--- config.mk ---
export PLATFORM = sky130hd
export DESIGN_NAME = uart_rx_ctrl
export DESIGN_NICKNAME = d
export VERILOG_FILES = /design/src/rtl/uart_rx_ctrl.sv
export SDC_FILE = /design/constraint.sdc
export NUM_CORES = 1
export LEC_CHECK = 0
export CAP_MARGIN = 10
export CORE_MARGIN = 5
export CORE_UTILIZATION = 25
export DETAILED_ROUTE_END_ITERATION = 16
export PLACE_DENSITY = 0.43
export SYNTH_ARGS = -nofsm -noshare
export SYNTH_HDL_FRONTEND = slang
export SYNTH_SLANG_ARGS = --single-unit
--- constraint.sdc ---
create_clock -name clk -period 3.5 [get_ports clk]
set_input_delay 0.7 -clock clk [delete_from_list [all_inputs] [get_ports clk]]
set_output_delay 0.7 -clock clk [all_outputs]
set_load 0.02 [all_outputs]
--- src/rtl/uart_rx_ctrl.sv ---
// uart_rx_ctrl: UART receive sequencer (start detect, mid-bit sampling, LSB-first assembly, valid/ready holding register).
// Define UART_RX_PARITY_EN to add a parity bit stage with parity_odd / parity_err ports.
module uart_rx_ctrl #(
    parameter int DATA_BITS   = 8,
    parameter int OVERSAMPLE  = 16,
    parameter int SYNC_STAGES = 2
) (
    input  logic                 clk,
    input  logic                 rst,
    input  logic                 rxd,
    input  logic                 rx_tick,
    input  logic                 rx_en,
    output logic [DATA_BITS-1:0] dq,
    output logic                 dq_valid,
    input  logic                 dq_ready,
    output logic                 rx_busy,
    output logic                 frame_err,
    output logic                 overrun
`ifdef UART_RX_PARITY_EN
    ,
    input  logic                 parity_odd,
    output logic                 parity_err
`endif
);
    localparam int TW = $clog2(OVERSAMPLE);
    localparam int BW = $clog2(DATA_BITS + 1);
    localparam logic [TW-1:0] T_MID  = TW'(OVERSAMPLE / 2 - 1);
    localparam logic [TW-1:0] T_END  = TW'(OVERSAMPLE - 1);
    localparam logic [BW-1:0] B_LAST = BW'(DATA_BITS - 1);

    typedef enum logic [2:0] {IDLE, START, DATA, PARITY, STOP} state_t;

    state_t                 state, state_d;
    logic [SYNC_STAGES-1:0] sync_q;
    logic                   rxs, rxs_prev;
    logic [TW-1:0]          tick_cnt, tick_d;
    logic [BW-1:0]          bit_cnt, bit_d;
    logic [DATA_BITS-1:0]   shreg, shreg_d;
    logic                   pend, pend_d, stop_bit, stop_d;
    logic                   par_ok, good, load;

    assign rxs     = sync_q[SYNC_STAGES-1];
    assign rx_busy = state != IDLE;

`ifdef UART_RX_PARITY_EN
    logic par_bit, par_d;
    assign par_ok = (^shreg ^ par_bit) == parity_odd;
`else
    assign par_ok = 1'b1;
`endif

    // pend marks the cycle after the stop sample; the word is judged and delivered there
    assign good = pend & stop_bit & par_ok;
    assign load = good & (~dq_valid | dq_ready);

    always_ff @(posedge clk or posedge rst) begin
        if (rst)
            sync_q <= '1;
        else
            sync_q <= {sync_q[SYNC_STAGES-2:0], rxd};
    end

    always_ff @(posedge clk or posedge rst) begin
        if (rst) begin
            state    <= IDLE;
            tick_cnt <= '0;
            bit_cnt  <= '0;
            shreg    <= '0;
            pend     <= 1'b0;
            stop_bit <= 1'b0;
            rxs_prev <= 1'b1;
`ifdef UART_RX_PARITY_EN
            par_bit  <= 1'b0;
`endif
        end else begin
            state    <= state_d;
            tick_cnt <= tick_d;
            bit_cnt  <= bit_d;
            shreg    <= shreg_d;
            pend     <= pend_d;
            stop_bit <= stop_d;
            rxs_prev <= rx_tick ? rxs : rxs_prev;
`ifdef UART_RX_PARITY_EN
            par_bit  <= par_d;
`endif
        end
    end

    always_comb begin
        state_d = state;
        tick_d  = tick_cnt;
        bit_d   = bit_cnt;
        shreg_d = shreg;
        pend_d  = 1'b0;
        stop_d  = stop_bit;
`ifdef UART_RX_PARITY_EN
        par_d   = par_bit;
`endif
        if (!rx_en) begin
            state_d = IDLE;
            tick_d  = '0;
            bit_d   = '0;
        end else if (rx_tick) begin
            tick_d = tick_cnt + 1'b1;
            case (state)
                IDLE: begin
                    tick_d  = '0;
                    state_d = (rxs_prev & ~rxs) ? START : IDLE;
                end
                START: if (tick_cnt == T_MID) begin
                    tick_d  = '0;
                    bit_d   = '0;
                    state_d = rxs ? IDLE : DATA;
                end
                DATA: if (tick_cnt == T_END) begin
                    tick_d  = '0;
                    shreg_d = {rxs, shreg[DATA_BITS-1:1]};
                    bit_d   = bit_cnt + 1'b1;
`ifdef UART_RX_PARITY_EN
                    if (bit_cnt == B_LAST) state_d = PARITY;
`else
                    if (bit_cnt == B_LAST) state_d = STOP;
`endif
                end
`ifdef UART_RX_PARITY_EN
                PARITY: if (tick_cnt == T_END) begin
                    tick_d  = '0;
                    par_d   = rxs;
                    state_d = STOP;
                end
`endif
                STOP: if (tick_cnt == T_END) begin
                    tick_d  = '0;
                    pend_d  = 1'b1;
                    stop_d  = rxs;
                    state_d = IDLE;
                end
                default: begin
                    tick_d  = '0;
                    state_d = IDLE;
                end
            endcase
        end
    end

    always_ff @(posedge clk or posedge rst) begin
        if (rst) begin
            dq         <= '0;
            dq_valid   <= 1'b0;
            frame_err  <= 1'b0;
            overrun    <= 1'b0;
`ifdef UART_RX_PARITY_EN
            parity_err <= 1'b0;
`endif
        end else begin
            dq         <= load ? shreg : dq;
            dq_valid   <= load | (dq_valid & ~dq_ready);
            frame_err  <= pend & ~stop_bit;
            overrun    <= good & dq_valid & ~dq_ready;
`ifdef UART_RX_PARITY_EN
            parity_err <= pend & ~par_ok;
`endif
        end
    end
endmodule

; ---- Yosys cells after proc, flatten, opt, wreduce, memory -nomap -nowiden
; Index checks and enable logic that the tools add are counted.
[word_totals]
register_bits = 35
latchBits = 0
mem_bits_rw = 0
romBits = 0
in_bits = 6
out_inout_bits = 12
wordCells = 69
memories = 0
[op_classes]
addsub = 2
n_mul = 0
n_div = 0
magnitude_cmp = 0
eq_ne = 12
shifts = 0
muxes = 23
n_bitwise = 13
reduce_logical = 7
[ops]
columns = operator, n
row1 = $mux W4, 8
row2 = $mux W3, 6
row3 = $pmux W4 S2, 2
row4 = $ne A3 B3 Y1 const B, 4
row5 = $pmux W3 S4, 1
row6 = $reduce_and A4 Y1, 3
row7 = $add A4 B1 Y4 const B, 2
row8 = $eq A4 B3 Y1 const B, 2
row9 = $and A1 B1 Y1, 7
row10 = $mux W1, 5
row11 = $reduce_and A5 Y1, 1
row12 = $eq A4 B4 Y1 const B, 1
row13 = $not A1 Y1, 4
row14 = $eq A3 B1 Y1 const B, 1
row15 = $eq A3 B2 Y1 const B, 1
row16 = $eq A3 B3 Y1 const B, 1
row17 = $logic_not A3 Y1, 1
row18 = $ne A3 B1 Y1 const B, 1
row19 = $reduce_bool A3 Y1, 1
row20 = $mux W2, 1
row21 = $ne A2 B2 Y1 const B, 1
row22 = $or A1 B1 Y1, 2
row23 = $reduce_or A2 Y1, 1

; ---- Longest topological paths before layout
[depth]
word_depth = 6
ltp_mapped = 5
mapped_depth_nobuf = 5

; ---- Worst setup path before layout
; No wires, ideal clock.
[synth_path]
path_kind = flip-flop to flip-flop
start = register state[0]
end = register shreg[0]
setup_time_ns = 0.125
arrival_time_ns = 1.581
required_time_ns = 3.375
setup_slack_ns = 1.795
path_stages_with_launch = 5
path_buffers = 1
synth_period_minus_slack_ns = 1.705
cell_sequence = dfrtp_1 buf_6 or3b_4 nor3_4 mux2_2
[synth_via]
elab_chain_len = 2
[synth_rtl]
columns = element, line_no
row1 = start: declaration, 33  ; state_t state, state_d;
row2 = start signal: assignment, 76  ; state <= state_d;
row3 = $eq A3 B2 Y1, 105  ; case (state)
row4 = $reduce_and A4 Y1 (no line), n/a
row5 = end signal: assignment, 79  ; shreg <= shreg_d;
row6 = end: declaration, 38  ; logic [DATA_BITS-1:0] shreg, shreg_d;
; No other way between the ends.
; A chain may end at the register's enable or synchronous reset.

; ---- Final worst setup path
[layout_path]
start = register state[0]
end = output rx_busy
[layout_via]
elab_chain_len = 1
[layout_rtl]
columns = element, line_no
row1 = $reduce_bool A3 Y1, 43  ; assign rx_busy = state != IDLE;
row2 = end: declaration, 16  ; output logic rx_busy,
; No other way between the ends.

==> impl_metrics.csv <==
group,metric,value,unit
status,outcome,"completed",
route,drtAntennaViolNets,0,
pwr,p_leak,0.851,nW
clock_network,cts_resized,0,
worst_hold_path,min_path_type,"register to register",
clock_network,clk_pin_slew,0.08,ns
grt,grt_max_degree,36,
sta,setup_tns,0,ns
sta,slew_headroom,0.507,
clock_network,clk_path_buf_depth,2,
grt,grt_use_total,0.0841,
synthesis,ys_top_cells_by_area,"dfrtp_1 (51%), mux2_2 (13%), dfstp_2 (5.0%), nand2_1 (2.6%), mux2i_1 (2.5%)",
finish,layout_commonest_cell,"dfrtp_1",
clock_network,holdBufCountCts,0,
sta,min_period,2.56,ns
critical_path,startpoint,"state[0]$_DFFE_PP0P_",
clock_network,clk-insertion-delay-late,0.29,ns
sta,hold_viol,0,
floorplan,ios,18,
placement,dpl.hpwl,2040,µm
synthesis,yosysWarnings,0,
finish,final_cell_mix,"dfrtp_1 (32), mux2_2 (18), clkdlybuf4s50_1 (17)",
placement,port_buffers,17,
placement,place_ws,0.839,ns
floorplan,design.core.area,6240,µm²
sta,final.period_utilization,0.733,
route,wirelength,2860,µm
synthesis,synth_top_area_frac,0.507,
grt,grt_pass1_wl,5060,µm
synthesis,synth-seq-cells,35,
finish,syn2layout_area_growth,21.1,%
sta,setup_violations,0,
pwr,p_per_area,390,nW/µm²
route,dr.pass1.iters,4,
clock_network,cts-root-buf,"clkbuf_8",
critical_path,path_class,"register to primary output",
finish,final_nets,158,
critical_path,critPathBufInv,2,
synthesis,synth-main-ff-cell,"dfrtp_1",
clock_network,cts_tree,"done",
route,vias,1001,
grt,grt-ovfl-total,0,
clock_network,cts_max_level,2,
critical_path,worst-path-max-fanout,11,
critical_path,cp_top_family,"buffers and inverters",
synthesis,synth_cells,131,
critical_path,crit_slowest_cell,"clkdlybuf4s50_1",
synthesis,synthArstFlopShare,1.00,
route,viasPerCell,4.39,
floorplan,fp-row-count,29,
critical_path,cp.arrival,1.86,ns
floorplan,dieHeight,89.5,µm
pwr,ir_drop,148,µV
clock_network,post_cts_buffers,0,
flow_run,max_cap_violations,0,
floorplan,dieArea,8010,µm²
placement,dpl-instance-area,1820,µm²
finish,design_area,1910,µm²
placement,gp_congestion,0.717,
floorplan,initial_core_util,0.253,
route,drt-initial-drc-count,18,
finish,antenna_cells,0,
synthesis,syn_avg_cell_area,12.1,µm²
critical_path,endpoint_kind,"primary output",
critical_path,timing.rr.start,"state[0]$_DFFE_PP0P_",
grt,antenna_found_initial,0,
route,drc,0,
synthesis,yosysSeqAreaShare,0.557,
pwr,power.total,0.746,mW
sta,timing.final.ws_setup,0.935,ns
sta,fmax,390,MHz
synthesis,yosysUniqueCellTypes,35,
critical_path,required,2.80,ns
floorplan,dieWidth,89.5,µm
sta,finalClockSkew,0.0109,ns
sta,rsz0062_at_grt,"false",
synthesis,synth_edf_count,0,
clock_network,cts_buffers,5,
grt,grt_pass1_vias,1051,
critical_path,crit_path_start_kind,"register",
synthesis,synth_fp_nets,139,
worst_hold_path,hp-start,"sync_q[0]$_DFF_PP1_",
sta,tightest_slew,0.738,ns
critical_path,max_stage_delay,0.55,ns
finish,layout-drive-gt1-share,0.212,
sta,drv_slew,0,
route,wire_per_inst,12.6,µm
clock_network,cts_sinks,35,
synthesis,synth.cell_area,1580,µm²
critical_path,path_cells,"nor3_1, inv_1, clkdlybuf4s50_1",
synthesis,yosys.area.top_type,"dfrtp_1",
[worst paths after layout]
| check | to | slack [ns] | cells past startpoint |
|---|---|---|---|
| max reg2reg | state[0]$_DFFE_PP0P_ | 1.61 | 4 |
| min in group asynchronous | shreg[7]$_DFFE_PP0P_ | 0.81 | 3 |
| min | sync_q[1]$_DFF_PP1_ | 0.36 | 0 |
| max in group asynchronous | rxs_prev$_DFFE_PP1P_ | 2.34 | 3 |
| max | rx_busy | 0.94 | 3 |
| min reg2reg | sync_q[1]$_DFF_PP1_ | 0.36 | 0 |
[cells by family (layout without fill, tap and decap cells)]
logic type	after synthesis	after routing	share of synthesized area
AND/OR/NAND/NOR	48	48	0.177
buffers and inverters	8	28	0.0269
multiplexers	22	22	0.154
flip-flops	35	35	0.557
XOR/XNOR	1	1	0.00555
adder cells (fa/ha/maj)	3	3	0.0222
AO/OA/AOI/OAI	14	14	0.0579
[flip-flops by register name, summed over array words and instances (netlist names)]
name and flops:
dq 8, dq_valid 1, overrun 1, tick_cnt 4, shreg 8, pend 1
sync_q 2, state 3, rxs_prev 1, frame_err 1, stop_bit 1, bit_cnt 4
[where the power goes]
group	switching, mW	internal, mW	leakage, nW
clock	0.156	0.142	0.0443
sequential	0.00406	0.409	0.478
combinational	0.0196	0.0149	0.328
total	0.179	0.567	0.851
[worst register-to-register path: stages (launching register included)]
cell     delay (ns)
dfrtp_1        0.50
nor3_1         0.47
nor2_1         0.18
a21oi_1        0.42
mux2i_1        0.25
[final cells by class]
cell class | count | area (µm²)
fillers | 648 | 4330
flip-flops and latches | 35 | 880
multi-input cells | 88 | 657
repair buffers | 18 | 178
well taps | 77 | 96.3
clock buffers | 5 | 68.8
clock inverters | 3 | 25.0
inverters | 2 | 7.51
[metal layers]
metal / GRT usage / vias to the layer above / wire [µm]
li1: - / 494 / -
met1: 0.105 / 487 / 1390
met2: 0.130 / 16 / 1300
met3: 0.0323 / 4 / 122
met4: 0.0365 / 0 / 46
met5: 0 / - / 0
[cells in the mapped netlist, types with 2 or more instances]
cell type	number
nor3_1	3
ha_1	2
a21boi_0	4
a21oi_1	2
nand2_1	11
dfstp_2	3
inv_1	2
dfrtp_1	32
clkbuf_1	3
nand3b_1	3
nand2b_1	4
nor2b_1	5
nor2_1	5
o21ai_0	4
mux2i_1	4
nand3_1	6
nand4b_1	2
mux2_2	18
nor4_1	2
[metrics by stage]
stage | hold WS [ns] | std cells | utilization
final | 0.359 | 228 | 0.306
after global routing | 0.364 | 228 | 0.306
after CTS | 0.361 | 228 | 0.306
after detailed placement | 0.348 | 220 | 0.291
after global placement | 0.347 | 220 | 0.291
after floorplan | 0.345 | 131 | -
No activity file was read; power rests on OpenSTA's default activity.
